==> config.mk <==
export PLATFORM = sky130hd
export DESIGN_NAME = uart_tx_scheduler_flat
export DESIGN_NICKNAME = d
export VERILOG_FILES = /design/src/rtl/uart_tx_scheduler_pkg.sv /design/src/rtl/uart_tx_scheduler_if.sv /design/src/rtl/uart_tx_scheduler_beacon_timer.sv /design/src/rtl/uart_tx_scheduler.sv /design/src/flat_wrapper.sv
export SDC_FILE = /design/constraint.sdc
export NUM_CORES = 1
export LEC_CHECK = 0
export BUFFER_PORTS_ARGS = -buffer_cell sky130_fd_sc_hd__clkbuf_2
export CAP_MARGIN = 0
export CORE_MARGIN = 5
export CORE_UTILIZATION = 50
export DETAILED_ROUTE_END_ITERATION = 12
export HOLD_SLACK_MARGIN = 0.15
export PLACE_DENSITY = 0.76
export SYNTH_ARGS = -nofsm -noshare
export SYNTH_HDL_FRONTEND = slang
export SYNTH_HIERARCHICAL = 1
export SYNTH_SLANG_ARGS = --single-unit
==> constraint.sdc <==
create_clock -name clk -period 2 [get_ports clk]
set_input_delay 0.2 -clock clk [delete_from_list [all_inputs] [get_ports clk]]
set_output_delay 0.2 -clock clk [all_outputs]
set_load 0.02 [all_outputs]
==> src/rtl/uart_tx_scheduler_pkg.sv <==
// Game/UART constants shared by the transmit scheduler and the receive-side comparator.
package uart_tx_scheduler_pkg;

  localparam logic [7:0] CHAR_READY = 8'h52;  // 'R' beacon
  localparam logic [7:0] CHAR_LOSE  = 8'h4C;  // 'L' lose notice

  typedef enum logic [1:0] {
    ST_IDLE = 2'd0,
    ST_SEND = 2'd1,
    ST_WAIT = 2'd2
  } tx_state_e;

endpackage

==> src/rtl/uart_tx_scheduler_if.sv <==
// Write/done handshake between the scheduler and the UART transmitter.
interface uart_tx_scheduler_if;

  logic       tx_wr;
  logic [7:0] tx_data;
  logic       tx_busy;
  logic       tx_done;

  modport master (
    output tx_wr,
    output tx_data,
    input  tx_busy,
    input  tx_done
  );

  modport slave (
    input  tx_wr,
    input  tx_data,
    output tx_busy,
    output tx_done
  );

endinterface

==> src/rtl/uart_tx_scheduler_beacon_timer.sv <==
// Beacon tick generator: pulses on the first enabled cycle and every RESEND_CYCLES after.
module uart_tx_scheduler_beacon_timer #(
  parameter int unsigned RESEND_CYCLES = 6_500_000
) (
  input  logic clk,
  input  logic rst,
  input  logic en,
  output logic tick
);

  localparam int unsigned          CNT_W    = $clog2(RESEND_CYCLES);
  localparam logic [CNT_W-1:0]     CNT_LAST = CNT_W'(RESEND_CYCLES - 1);

  logic [CNT_W-1:0] cnt_q, cnt_d;
  logic             en_q, en_d;
  logic             wrap;

  // The first enabled cycle restarts the count, so the next tick lands RESEND_CYCLES later.
  always_comb begin
    wrap  = (cnt_q == CNT_LAST);
    tick  = en & (~en_q | wrap);
    en_d  = en;
    cnt_d = cnt_q + CNT_W'(1);
    if (!en || !en_q || wrap) begin
      cnt_d = '0;
    end
  end

  always_ff @(posedge clk) begin
    if (rst) begin
      cnt_q <= '0;
      en_q  <= 1'b0;
    end else begin
      cnt_q <= cnt_d;
      en_q  <= en_d;
    end
  end

endmodule

==> src/rtl/uart_tx_scheduler.sv <==
// Arbitrates 'R' beacon and 'L' lose bytes onto the single UART TX with timeout retry.
module uart_tx_scheduler #(
  parameter int unsigned RESEND_CYCLES = 6_500_000,
  parameter int unsigned TX_TIMEOUT    = 200_000,
  parameter logic [7:0]  CHAR_READY    = uart_tx_scheduler_pkg::CHAR_READY,
  parameter logic [7:0]  CHAR_LOSE     = uart_tx_scheduler_pkg::CHAR_LOSE
) (
  input  logic                       clk,
  input  logic                       rst,
  input  logic                       multiplayer,
  input  logic                       play_selected,
  input  logic                       player_lost,
  uart_tx_scheduler_if.master        tx,
  output logic                       lose_sent,
  output logic                       busy
);

  import uart_tx_scheduler_pkg::*;

  localparam int unsigned      TMO_W    = $clog2(TX_TIMEOUT);
  localparam logic [TMO_W-1:0] TMO_LAST = TMO_W'(TX_TIMEOUT - 1);

  tx_state_e        state_q, state_d;
  logic             tx_wr_q, tx_wr_d;
  logic [7:0]       tx_data_q, tx_data_d;
  logic             lose_sent_q, lose_sent_d;
  logic             busy_q, busy_d;
  logic             lose_pend_q, lose_pend_d;
  logic             ready_pend_q, ready_pend_d;
  logic             lose_done_q, lose_done_d;
  logic             served_lose_q, served_lose_d;
  logic [TMO_W-1:0] tmo_cnt_q, tmo_cnt_d;

  logic beacon_en;
  logic beacon_tick;
  logic lose_req;
  logic ready_req;
  logic done_l;
  logic done_r;
  logic timed_out;

  uart_tx_scheduler_beacon_timer #(
    .RESEND_CYCLES (RESEND_CYCLES)
  ) u_beacon_timer (
    .clk  (clk),
    .rst  (rst),
    .en   (beacon_en),
    .tick (beacon_tick)
  );

  // Request flags, arbitration and transfer sequencing.
  always_comb begin
    beacon_en = multiplayer & play_selected & ~lose_pend_q & ~lose_done_q;
    lose_req  = lose_pend_q & multiplayer;
    ready_req = ready_pend_q & beacon_en;
    done_l    = (state_q == ST_WAIT) & tx.tx_done & served_lose_q;
    done_r    = (state_q == ST_WAIT) & tx.tx_done & ~served_lose_q;
    timed_out = (state_q == ST_WAIT) & ~tx.tx_done & (tmo_cnt_q == TMO_LAST);

    // A request arriving while its flag is already set is absorbed; completion clears it.
    lose_pend_d  = multiplayer & (lose_pend_q ? ~done_l : (player_lost & ~lose_done_q));
    lose_done_d  = multiplayer & play_selected & (lose_done_q | done_l);
    ready_pend_d = beacon_en & (ready_pend_q ? ~done_r : beacon_tick);

    state_d       = state_q;
    tx_wr_d       = 1'b0;
    tx_data_d     = tx_data_q;
    served_lose_d = served_lose_q;
    lose_sent_d   = done_l;
    tmo_cnt_d     = '0;

    unique case (state_q)
      ST_IDLE: begin
        if (!tx.tx_busy && (lose_req || ready_req)) begin
          state_d       = ST_SEND;
          tx_wr_d       = 1'b1;
          served_lose_d = lose_req;
          tx_data_d     = lose_req ? CHAR_LOSE : CHAR_READY;
        end
      end
      ST_SEND: begin
        state_d   = ST_WAIT;
        tmo_cnt_d = tmo_cnt_q + TMO_W'(1);
      end
      ST_WAIT: begin
        if (tx.tx_done || timed_out) begin
          state_d = ST_IDLE;
        end else begin
          tmo_cnt_d = tmo_cnt_q + TMO_W'(1);
        end
      end
      default: state_d = ST_IDLE;
    endcase

    busy_d = (state_d != ST_IDLE);
  end

  // State and output registers.
  always_ff @(posedge clk) begin
    if (rst) begin
      state_q       <= ST_IDLE;
      tx_wr_q       <= 1'b0;
      tx_data_q     <= '0;
      lose_sent_q   <= 1'b0;
      busy_q        <= 1'b0;
      lose_pend_q   <= 1'b0;
      ready_pend_q  <= 1'b0;
      lose_done_q   <= 1'b0;
      served_lose_q <= 1'b0;
      tmo_cnt_q     <= '0;
    end else begin
      state_q       <= state_d;
      tx_wr_q       <= tx_wr_d;
      tx_data_q     <= tx_data_d;
      lose_sent_q   <= lose_sent_d;
      busy_q        <= busy_d;
      lose_pend_q   <= lose_pend_d;
      ready_pend_q  <= ready_pend_d;
      lose_done_q   <= lose_done_d;
      served_lose_q <= served_lose_d;
      tmo_cnt_q     <= tmo_cnt_d;
    end
  end

  assign tx.tx_wr   = tx_wr_q;
  assign tx.tx_data = tx_data_q;
  assign lose_sent  = lose_sent_q;
  assign busy       = busy_q;

endmodule

==> src/flat_wrapper.sv <==
// flat-port wrapper written by rule: the top's interface ports become plain ports
module uart_tx_scheduler_flat import uart_tx_scheduler_pkg::*;
#(
  parameter int unsigned RESEND_CYCLES = 6_500_000,
  parameter int unsigned TX_TIMEOUT    = 200_000,
  parameter logic [7:0]  CHAR_READY    = uart_tx_scheduler_pkg::CHAR_READY,
  parameter logic [7:0]  CHAR_LOSE     = uart_tx_scheduler_pkg::CHAR_LOSE
)
  (clk, rst, multiplayer, play_selected, player_lost, lose_sent, busy, tx_tx_wr, tx_tx_data, tx_tx_busy, tx_tx_done);
  uart_tx_scheduler_if tx_i ();
  input  logic clk;
  input  logic rst;
  input  logic multiplayer;
  input  logic play_selected;
  input  logic player_lost;
  output logic lose_sent;
  output logic busy;
  output wire logic [$bits(tx_i.tx_wr)-1:0] tx_tx_wr;
  output wire logic [$bits(tx_i.tx_data)-1:0] tx_tx_data;
  input wire logic [$bits(tx_i.tx_busy)-1:0] tx_tx_busy;
  input wire logic [$bits(tx_i.tx_done)-1:0] tx_tx_done;
  assign tx_tx_wr = tx_i.tx_wr;
  assign tx_tx_data = tx_i.tx_data;
  assign tx_i.tx_busy = tx_tx_busy;
  assign tx_i.tx_done = tx_tx_done;
  uart_tx_scheduler #(.RESEND_CYCLES(RESEND_CYCLES), .TX_TIMEOUT(TX_TIMEOUT), .CHAR_READY(CHAR_READY), .CHAR_LOSE(CHAR_LOSE)) u_core (.clk(clk), .rst(rst), .multiplayer(multiplayer), .play_selected(play_selected), .player_lost(player_lost), .tx(tx_i), .lose_sent(lose_sent), .busy(busy));
endmodule
* After elaboration in Yosys (flattened, before gate mapping) *
Index checks and enable logic that the tools add are counted.

word-level totals
  bits in registers = 59
  bits of input ports = 7

operators by class
  bitwise gates (word level) = 25
  $add $sub $neg = 2
  eq/ne operators = 4
  mux-type cells = 9
  reductions and logical operators = 13

operators with widths
  kind                     number
  $pmux W18 S2             1
  $add A23 B1 Y23 const B  1
  $eq A23 B23 Y1 const B   1
  $add A18 B1 Y18 const B  1
  $eq A18 B18 Y1 const B   1
  $mux W18                 1
  $and A1 B1 Y1            15
  $not A1 Y1               8
  $pmux W2 S3              1
  $mux W5                  1
  $logic_or A1 B1 Y1       4
  $mux W2                  2
  $reduce_or A2 Y1         2
  $logic_not A1 Y1         3
  $mux W1                  3
  $eq A2 B1 Y1 const B     1
  $eq A2 B2 Y1 const B     1
  $logic_not A2 Y1         1
  $or A1 B1 Y1             2
  $reduce_and A2 Y1        1
  $reduce_bool A2 Y1       1
  $logic_and A1 B1 Y1      1

* Longest topological paths before layout *
Gate-level depths: netlist of run 1.

  word-level depth = 9
  gate-level depth with buffers = 7
  depth with buffers taken out = 7

* Modules after synthesis *
The synthesis of run 1 kept the hierarchy.

by module, submodules not included
  module                          area an instance (sq um)  cells an instance  seq. area each (sq um)  times used
  uart_tx_scheduler               1542.7                    161                580.6                   1
  uart_tx_scheduler_beacon_timer  1129.8                    131                480.5                   1

* Least setup slack after synthesis of run 1 *
OpenSTA, ideal clock, no wires.

  path kind = reg-to-reg
  from = reg u_core.tmo_cnt_q[9]
  to = reg u_core.tmo_cnt_q[0]
  setup time = 147 ps
  path buffers = 1
  path slack = 19 ps
  data arrival time = 1834 ps
  period minus slack after synthesis = 1981 ps
  cell stages (with the launch flop) = 6
  path through = dfxtp_1 -> or4b_1 -> or4_4 -> o21ai_4 -> buf_12 -> a211oi_2

between the ends
  longest elaborated chain between the ends = 5

ends and longest elaborated chain
  item                    RTL line                  RTL
  start, declared         uart_tx_scheduler.sv:32   logic [TMO_W-1:0] tmo_cnt_q, tmo_cnt_d;
  start signal, assigned  uart_tx_scheduler.sv:121  tmo_cnt_q <= tmo_cnt_d;
  $eq A18 B18 Y1          uart_tx_scheduler.sv:58   timed_out = (state_q == ST_WAIT) & ~tx.tx_done & (tmo_cnt_q == TMO_LAST);
  $and A1 B1 Y1           uart_tx_scheduler.sv:58
  $logic_or A1 B1 Y1      uart_tx_scheduler.sv:86   if (tx.tx_done || timed_out) begin
  $mux W18                uart_tx_scheduler.sv:86
  $pmux W18 S2            uart_tx_scheduler.sv:72   unique case (state_q)

Every way passes these cells.
A chain may end at the register's enable or synchronous reset.

* Final worst setup path of run 1 *
  from = reg u_core.tmo_cnt_q[9]
  to = reg u_core.tmo_cnt_q[16]

between the ends
  longest elaborated chain between the ends = 5

ends and longest elaborated chain
  item                                                     RTL line
  branches (longest 4 deep; another with $add A18 B1 Y18)  -
  $pmux W18 S2 *                                           uart_tx_scheduler.sv:72

Every way passes the cells marked *.

==> results_dict.tcl, run 1 <==
set metrics [dict create \
    syn_area_mm2 0.002673 \
    post_cts_buffers 0 \
    required_ns 2.18 \
    p_per_area_mw_per_mm2 572.2 \
    synth_seq_cells 53 \
    synth-simple-area-share 0.2631 \
    synth.avg_cell_area_um2 9.153 \
    remaining_drc_errors 0 \
    min_path_type "in -> reg" \
    routed_via_density 5.584 \
    stdcell_count 392 \
    cp.arrival_ns 2.18 \
    ys_warn_count 6 \
    synth_edf_count 0 \
    die_area_mm2 0.006907 \
    die_h_um 83.11 \
    start_util 0.5200 \
    synth_compound_gate_area_share 0.1732 \
    drt-total-wl_mm 5.288 \
    overflow 0 \
    synth_top_family_by_area "simple AND/OR/NAND/NOR gates" \
    dr.pass1.iters 4 \
    fin_ws_ns 0.007063 \
    synth_adder_area_share 0.02809 \
    clock-skew-final_ns 0.01222 \
    fill_cells 462 \
    status "completed" \
    timing.hold.ws_ns 0.1652 \
    dp_cells 384 \
    cts_sinks 53 \
    muxShareOfSynthArea 0 \
    cts_tree "yes" \
    grt_pass1_wl_mm 9.218 \
    post-route-period-util 0.9965 \
    worstPathMaxFanout 18 \
    place_congestion 0.7975 \
    cap_viol_max_count 0 \
    drive_gt1_frac 0.2143 \
    drtAntennaViolNets 0 \
    insertion_delay_ns 0.31 \
    synth_xor_area_frac 0.07865 \
    hpwl_mm 3.759 \
    cts.path.max_buffers 2 \
    path_class "reg -> reg" \
    rsz0062_at_grt "true" \
    portBuffers 14 \
    core-area_mm2 0.005140 \
    area.growth.synth_to_final_pct 12.69 \
    p_leak_nw 0.9232 \
    post_synth_num_cell_types 55 \
    async_reset_ff_frac 0 \
    final_common_cell "dfxtp_1" \
    cp-end-kind "flop" \
    slew_violations 0 \
    num_io_pins 18 \
    seqCellArea_mm2 0.001064 \
    ys_seq_area_frac 0.3970 \
    finalSetupViolCount 0 \
    grt_pass1_vias 2065 \
    track_usage 0.1540 \
    synthCells 292 \
    drt_iter0_drc 158 \
    worstHoldPathCells 3 \
    num-nets-final 334 \
    slew_headroom 0.6469 \
    multiInputGateArea_mm2 0.001476 \
    vdd_drop_max_mv 0.4343 \
    post-place-ws_ns 0.01721 \
    grt_max_degree 24 \
    reg2reg_depth 5 \
    num_antenna_cells 0 \
    clk_pin_slew_worst_paths_ns 0.09 \
    core.rowCount 26 \
    vias 2189 \
    clockRootBuffer "clkbuf_8" \
    fmax_mhz 501.8 \
    hold_viol_final 0 \
    cts_hold_buffers 0 \
    power_mw 1.723 \
    tightest_slew_ns 0.5225 \
    layout_min_cycle_time_ns 1.993 \
    cts_buffers 5 \
    cts_resized 0 \
    start_kind "flop" \
    die_w_um 83.11 \
    layout_common_cells "dfxtp_1 (51), buf_4 (21), nor2_1 (20)" \
    grt_antenna_before_repair 0 \
    h-tree-depth 2 \
    final_core_util 0.5859 \
    synthFlopType "dfxtp_1" \
    wire_per_inst_um 13.49 \
]
## worst paths after layout
| check | startpoint | end | slack (ns) |
|---|---|---|---|
| max | u_core/tmo_cnt_q[9] | u_core/tmo_cnt_q[16] | 0.007 |
| min | play_selected | u_core/lose_done_q | 0.17 |
| min reg2reg | u_core/tx.tx_data[6] | u_core/tx.tx_data[6] | 0.46 |
| max reg2reg | u_core/tmo_cnt_q[9] | u_core/tmo_cnt_q[16] | 0.007 |
## metal layers
layer  up-vias  track usage  share of wire  routed length (um)
met4         0      0.04606          0.010                  53
met3         7      0.03663          0.032                 170
met1      1025       0.1952           0.49                2568
met2        29       0.2587           0.47                2495
met5         -            0              0                   0
li1       1128            -              -                   -
## cell type report
type | instances | area share
clock buffer | 7 | 0.02534
clock inverter | 1 | 0.002493
inverter | 14 | 0.01745
multi-input combinational | 211 | 0.4902
sequential | 53 | 0.3531
tap | 70 | 0.02908
timing repair buffer | 36 | 0.08226
## flip-flops by register name, summed over array words and instances, names as in the netlist
signal	cells
u_core/tx.tx_data	3
u_core/lose_pend_q	1
u_core/u_beacon_timer/cnt_q	23
u_core/lose_sent	1
u_core/tmo_cnt_q	18
u_core/busy	1
u_core/lose_done_q	1
u_core/tx.tx_wr	1
u_core/ready_pend_q	1
u_core/state_q	2
u_core/u_beacon_timer/en_q	1
## worst max-delay path, stage by stage, from the launching register on
cell and delay, ns:
dfxtp_2 0.33, or4b_4 0.53, or4_4 0.57, o21ai_4 0.16
buf_12 0.18, a221oi_1 0.09
## logic make-up after synthesis
kind of cell,count (synthesis)
other,1
AOI/OAI and AO/OA,60
adders and majority gates,6
xor gates and xnor gates,24
DFF,53
and+or+nand+nor,118
buffers and inverters,30
## where the power goes
group,internal (mW),leakage [nW],switching (mW),total [mW]
Sequential,1.06,0.428,0.00535,1.07
Combinational,0.0254,0.456,0.0460,0.0714
Clock,0.248,0.0385,0.338,0.586
Total,1.33,0.923,0.389,1.72
## synth_stat cells, types with 2 or more instances
| library cell | count | area, um2 |
|---|---|---|
| clkbuf_1 | 6 | 22.52 |
| buf_4 | 7 | 52.55 |
| inv_1 | 13 | 48.80 |
| or4_1 | 3 | 22.52 |
| or4_4 | 3 | 33.78 |
| o21ai_0 | 12 | 60.06 |
| nor3b_1 | 3 | 22.52 |
| and2_1 | 2 | 12.51 |
| nand4_1 | 11 | 68.82 |
| and4_2 | 2 | 20.02 |
| dfxtp_1 | 53 | 1061 |
| nand2_1 | 12 | 45.04 |
| nand3_1 | 19 | 95.09 |
| o31ai_1 | 2 | 15.01 |
| and4_1 | 3 | 26.28 |
| a211oi_2 | 10 | 125.1 |
| nor2b_1 | 4 | 25.02 |
| xnor2_1 | 12 | 105.1 |
| nor4bb_1 | 2 | 20.02 |
| nand3b_1 | 2 | 15.01 |
| a211oi_1 | 5 | 37.54 |
| nor2_1 | 20 | 75.07 |
| nor4_1 | 5 | 31.28 |
| o211ai_1 | 4 | 30.03 |
| a21oi_1 | 12 | 60.06 |
| or3_1 | 8 | 50.05 |
| and3_1 | 2 | 12.51 |
| nor4b_1 | 3 | 26.28 |
| ha_1 | 6 | 75.07 |
| nor3_1 | 6 | 30.03 |
| a221oi_1 | 4 | 35.03 |
| or4b_1 | 2 | 20.02 |
| xor2_1 | 12 | 105.1 |
## through the flow
| step | setup TNS (ns) | instance area [um2] |
|---|---|---|
| 2_1_floorplan | 0 | 2680 |
| 3_5_place_dp | 0 | 2912 |
| 6_report | 0 | 3012 |
| 5_1_grt | -0.2128 | 3012 |
| 3_3_place_gp | 0 | 2912 |
| 4_1_cts | 0 | 2995 |
(Power assumes the default switching activity.)
==> inputs of run 2 (changes only) <==
Settings changed: CORE_UTILIZATION 50 to 46, HOLD_SLACK_MARGIN 0.15 to unset, PLACE_DENSITY 0.76 to 0.71.
==> results_dict.tcl, run 2 (synthesized netlist as in run 1, its figures left out) <==
set metrics [dict create \
    start_kind "flop" \
    cp-endpoint "u_core/tmo_cnt_q[15]" \
    cap_viol_max_count 0 \
    drtAntennaViolNets 0 \
    core.rowCount 27 \
    largest_reg_flops 23 \
    post-place-ws_ns 0.06181 \
    p_per_area_mw_per_mm2 577.7 \
    cts_sinks 53 \
    clockRootBuffer "clkbuf_8" \
    grt_pass1_vias 2103 \
    timing.hold.ws_ns 0.1691 \
    cts_tree "yes" \
    r2r_start "u_core/tmo_cnt_q[9]" \
    vdd_drop_max_mv 0.3247 \
    p_leak_nw 0.9360 \
    required_ns 2.17 \
    grt_max_degree 24 \
    finalSetupViolCount 0 \
    rsz0062_at_grt "true" \
    reg2reg_depth 5 \
    setup.worst_path.start "u_core/tmo_cnt_q[9]" \
    die_area_mm2 0.007434 \
    worstPathMaxFanout 18 \
    num_io_pins 18 \
    track_usage 0.1496 \
    overflow 0 \
    cts_hold_buffers 0 \
    r2r_slack_ns 0.02 \
    multiInputGateArea_mm2 0.001471 \
    wire_per_inst_um 13.65 \
    final_core_util 0.5434 \
    grt_antenna_before_repair 0 \
    portBuffers 14 \
    stdcell_count 395 \
    place_congestion 0.7461 \
    num-nets-final 336 \
    fmax_mhz 505.8 \
    die_w_um 86.22 \
    clk_pin_slew_worst_paths_ns 0.10 \
    remaining_drc_errors 0 \
    drt-total-wl_mm 5.392 \
    cp-end-kind "flop" \
    routed_via_density 5.630 \
    num_antenna_cells 0 \
    slew_violations 0 \
    dr.pass1.iters 5 \
    fin_ws_ns 0.02299 \
    final_common_cell "dfxtp_1" \
    hold_viol_final 0 \
    core-area_mm2 0.005574 \
    start_util 0.4795 \
    die_h_um 86.22 \
    drive_gt1_frac 0.2136 \
    path_class "reg -> reg" \
    fill_cells 513 \
    status "completed" \
    vias 2224 \
    cts_buffers 5 \
    layout_common_cells "dfxtp_1 (52), buf_4 (23), nor2_1 (20)" \
    h-tree-depth 2 \
    cts.path.max_buffers 2 \
    dp_cells 388 \
    top_register "u_core/u_beacon_timer/cnt_q" \
    grt_pass1_wl_mm 9.273 \
    clock-skew-final_ns 0.01265 \
    seqCellArea_mm2 0.001062 \
    post-route-period-util 0.9885 \
    layout_min_cycle_time_ns 1.977 \
    insertion_delay_ns 0.30 \
    drt_iter0_drc 85 \
    min_path_type "in -> reg" \
    hpwl_mm 3.785 \
    area.growth.synth_to_final_pct 13.34 \
    cp.arrival_ns 2.15 \
    timing.rr.end "u_core/tmo_cnt_q[15]" \
]
## run 2: metrics by stage
| step | total power, mW | setup TNS [ns] | instance area, um2 |
|---|---|---|---|
| floorplan | 1.144 | 0 | 2680 |
| global placement | 1.161 | 0 | 2929 |
| detailed placement | 1.162 | 0 | 2929 |
| CTS | 1.777 | 0 | 3019 |
| global route | 1.828 | -0.1708 | 3029 |
| finish | 1.750 | 0 | 3029 |
## run 2: critical path: stages (launching register included)
cell and delay, ns:
dfxtp_1 0.32, or4b_1 0.52, or4_4 0.56, o21ai_4 0.16, buf_12 0.18, a221oi_1 0.09
## run 2: where the power goes
| part | internal, mW | switching, mW |
|---|---|---|
| clock network | 0.274 | 0.338 |
| registers | 1.06 | 0.00497 |
| logic | 0.0260 | 0.0460 |
## run 2: cell type report
| type | count | area share |
|---|---|---|
| clock inverter | 1 | 0.002478 |
| sequential | 53 | 0.3507 |
| timing repair buffer | 38 | 0.08674 |
| inverter | 14 | 0.01735 |
| tap | 72 | 0.02974 |
| multi-input combinational | 211 | 0.4857 |
| clock buffer | 6 | 0.02726 |
## run 2: how the worst min path moves through the flow
stage,to,cells past startpoint,slack (ns),from
CTS,u_core/lose_done_q,3,0.15,play_selected
detailed placement,u_core/tx.tx_data[6],2,0.45,u_core/tx.tx_data[6]
floorplan,u_core/u_beacon_timer/en_q,1,0.28,rst
global placement,u_core/tx.tx_data[6],2,0.43,u_core/tx.tx_data[6]
finish,u_core/lose_done_q,3,0.17,play_selected
global route,u_core/lose_done_q,3,0.16,play_selected
## run 2: routing by layer
layer / vias to the layer above / global-route usage / wire (um)
li1: 1130 / - / -
met3: 7 / 0.03042 / 162
met5: - / 0 / 0
met2: 31 / 0.2488 / 2546
met1: 1056 / 0.1915 / 2617
met4: 0 / 0.05524 / 65
## run 2: what timing repair did
item	in CTS	in global routing
gates resized for setup	0	3
buffers inserted	0	0
endpoints found under the setup margin	0	10
==> inputs of run 3 (changes only) <==
Settings changed: CTS_BUF_LIST set to sky130_fd_sc_hd__clkbuf_16.
==> results_dict.tcl, run 3 (synthesized netlist as in run 1, its figures left out) <==
set metrics [dict create \
    stdcell_count 395 \
    cts_hold_buffers 0 \
    power_mw 1.953 \
    min_path_type "in -> reg" \
    clock-skew-final_ns 0.007298 \
    drt-total-wl_mm 5.392 \
    required_ns 2.16 \
    p_per_area_mw_per_mm2 635.2 \
    top_register "u_core/u_beacon_timer/cnt_q" \
    crit_family "simple AND/OR/NAND/NOR gates" \
    grt_pass1_vias 2080 \
    num_antenna_cells 0 \
    portBuffers 14 \
    cts_sinks 53 \
    clockRootBuffer "clkbuf_16" \
    dr.pass1.iters 4 \
    setup-tns-final_ns 0 \
    path_cells "or4b_1, or4_4, o21ai_4, buf_12, a221oi_1" \
    layout_min_cycle_time_ns 1.967 \
    insertion_delay_ns 0.29 \
    post_cts_buffers 0 \
    hpwl_mm 3.785 \
    start_util 0.4795 \
    vias 2193 \
    grt_max_degree 24 \
    layout_common_cells "dfxtp_1 (52), buf_4 (23), nor2_1 (20)" \
    path_class "reg -> reg" \
    finalSetupViolCount 0 \
    worst_hold_startpoint "play_selected" \
    routed_via_density 5.552 \
    die_h_um 86.22 \
    final_common_cell "dfxtp_1" \
    core.rowCount 27 \
    fill_cells 510 \
    num-nets-final 336 \
    slew_violations 0 \
    hold_viol_final 0 \
    vdd_drop_max_mv 0.3476 \
    r2r_start "u_core/tmo_cnt_q[9]" \
    dp_cells 388 \
    cts_resized 0 \
    cts_tree "yes" \
    multiInputGateArea_mm2 0.001471 \
    seqCellArea_mm2 0.001062 \
    rsz0062_at_grt "true" \
    cp_slowest_stage_delay_ns 0.57 \
    die_w_um 86.22 \
    holdPathEnd "u_core/lose_done_q" \
    wire_per_inst_um 13.65 \
    timing.rr.end "u_core/tmo_cnt_q[16]" \
    die_area_mm2 0.007434 \
    num_io_pins 18 \
    cap_viol_max_count 0 \
    worstHoldPathCells 3 \
    clk_pin_slew_worst_paths_ns 0.07 \
    timing.hold.ws_ns 0.1863 \
    core-area_mm2 0.005574 \
    drt_iter0_drc 63 \
    p_leak_nw 0.9561 \
    start_kind "flop" \
    drtAntennaViolNets 0 \
    r2r_slack_ns 0.03 \
    drive_gt1_frac 0.2105 \
    cts.path.max_buffers 2 \
    worstPathMaxFanout 18 \
    area.growth.synth_to_final_pct 15.07 \
    cts_buffers 5 \
    reg2reg_depth 5 \
    critPathSlowestCell "or4_4" \
    track_usage 0.1508 \
    cp-end-kind "flop" \
    fmax_mhz 508.4 \
    cp.arrival_ns 2.13 \
    h-tree-depth 2 \
    remaining_drc_errors 0 \
    post-route-period-util 0.9835 \
    worst-path-buf-inv 1 \
    grt_antenna_before_repair 0 \
    overflow 0 \
    place_congestion 0.7461 \
    largest_reg_flops 23 \
    grt_pass1_wl_mm 9.225 \
    status "completed" \
]
## run 3: power breakdown
part,switching [mW],internal (mW)
Clock,0.363,0.453
Sequential,0.00491,1.06
Combinational,0.0461,0.0260
Total,0.414,1.54
## run 3: final cells by class
type                       count  share of cell area
clock buffer                   5             0.04068
clock inverter                 2            0.003662
inverter                      14             0.01709
multi-input combinational    211              0.4784
sequential                    53              0.3454
tap                           72             0.02929
timing repair buffer          38             0.08544
## run 3: per-stage QoR
stage / instance area (um2) / util / setup WS (ns)
after global routing: 3075 / 0.5517 / -0.02116
after floorplan: 2680 / - / 0.01913
after detailed placement: 2929 / 0.5255 / 0.06181
after global placement: 2929 / 0.5255 / 0.07235
final: 3075 / 0.5517 / 0.03304
after CTS: 3065 / 0.5499 / 0.03557
## run 3: metal layers
| metal | vias to the layer above | global-route usage | part of all wire |
|---|---|---|---|
| li1 | 1131 | - | - |
| met5 | - | 0 | 0 |
| met1 | 1041 | 0.1903 | 0.49 |
| met3 | 4 | 0.04468 | 0.030 |
| met4 | 0 | 0.05099 | 0.011 |
| met2 | 17 | 0.2460 | 0.47 |
## run 3: worst reg2reg max path, cell delays in order, from the launching register on
cell and delay (ns):
dfxtp_1 0.31, or4b_1 0.52, or4_4 0.57, o21ai_4 0.16
buf_12 0.18, a221oi_1 0.11
## run 3: how the worst max path moves through the flow
stage / cells past startpoint / slack, ns / endpoint / from
floorplan: 5 / 0.02 / u_core/tmo_cnt_q[0] / u_core/tmo_cnt_q[9]
global placement: 5 / 0.07 / u_core/tmo_cnt_q[15] / u_core/tmo_cnt_q[9]
detailed placement: 5 / 0.06 / u_core/tmo_cnt_q[15] / u_core/tmo_cnt_q[9]
CTS: 5 / 0.04 / u_core/tmo_cnt_q[15] / u_core/tmo_cnt_q[9]
global route: 5 / -0.02 / u_core/tmo_cnt_q[14] / u_core/tmo_cnt_q[9]
finish: 5 / 0.03 / u_core/tmo_cnt_q[16] / u_core/tmo_cnt_q[9]
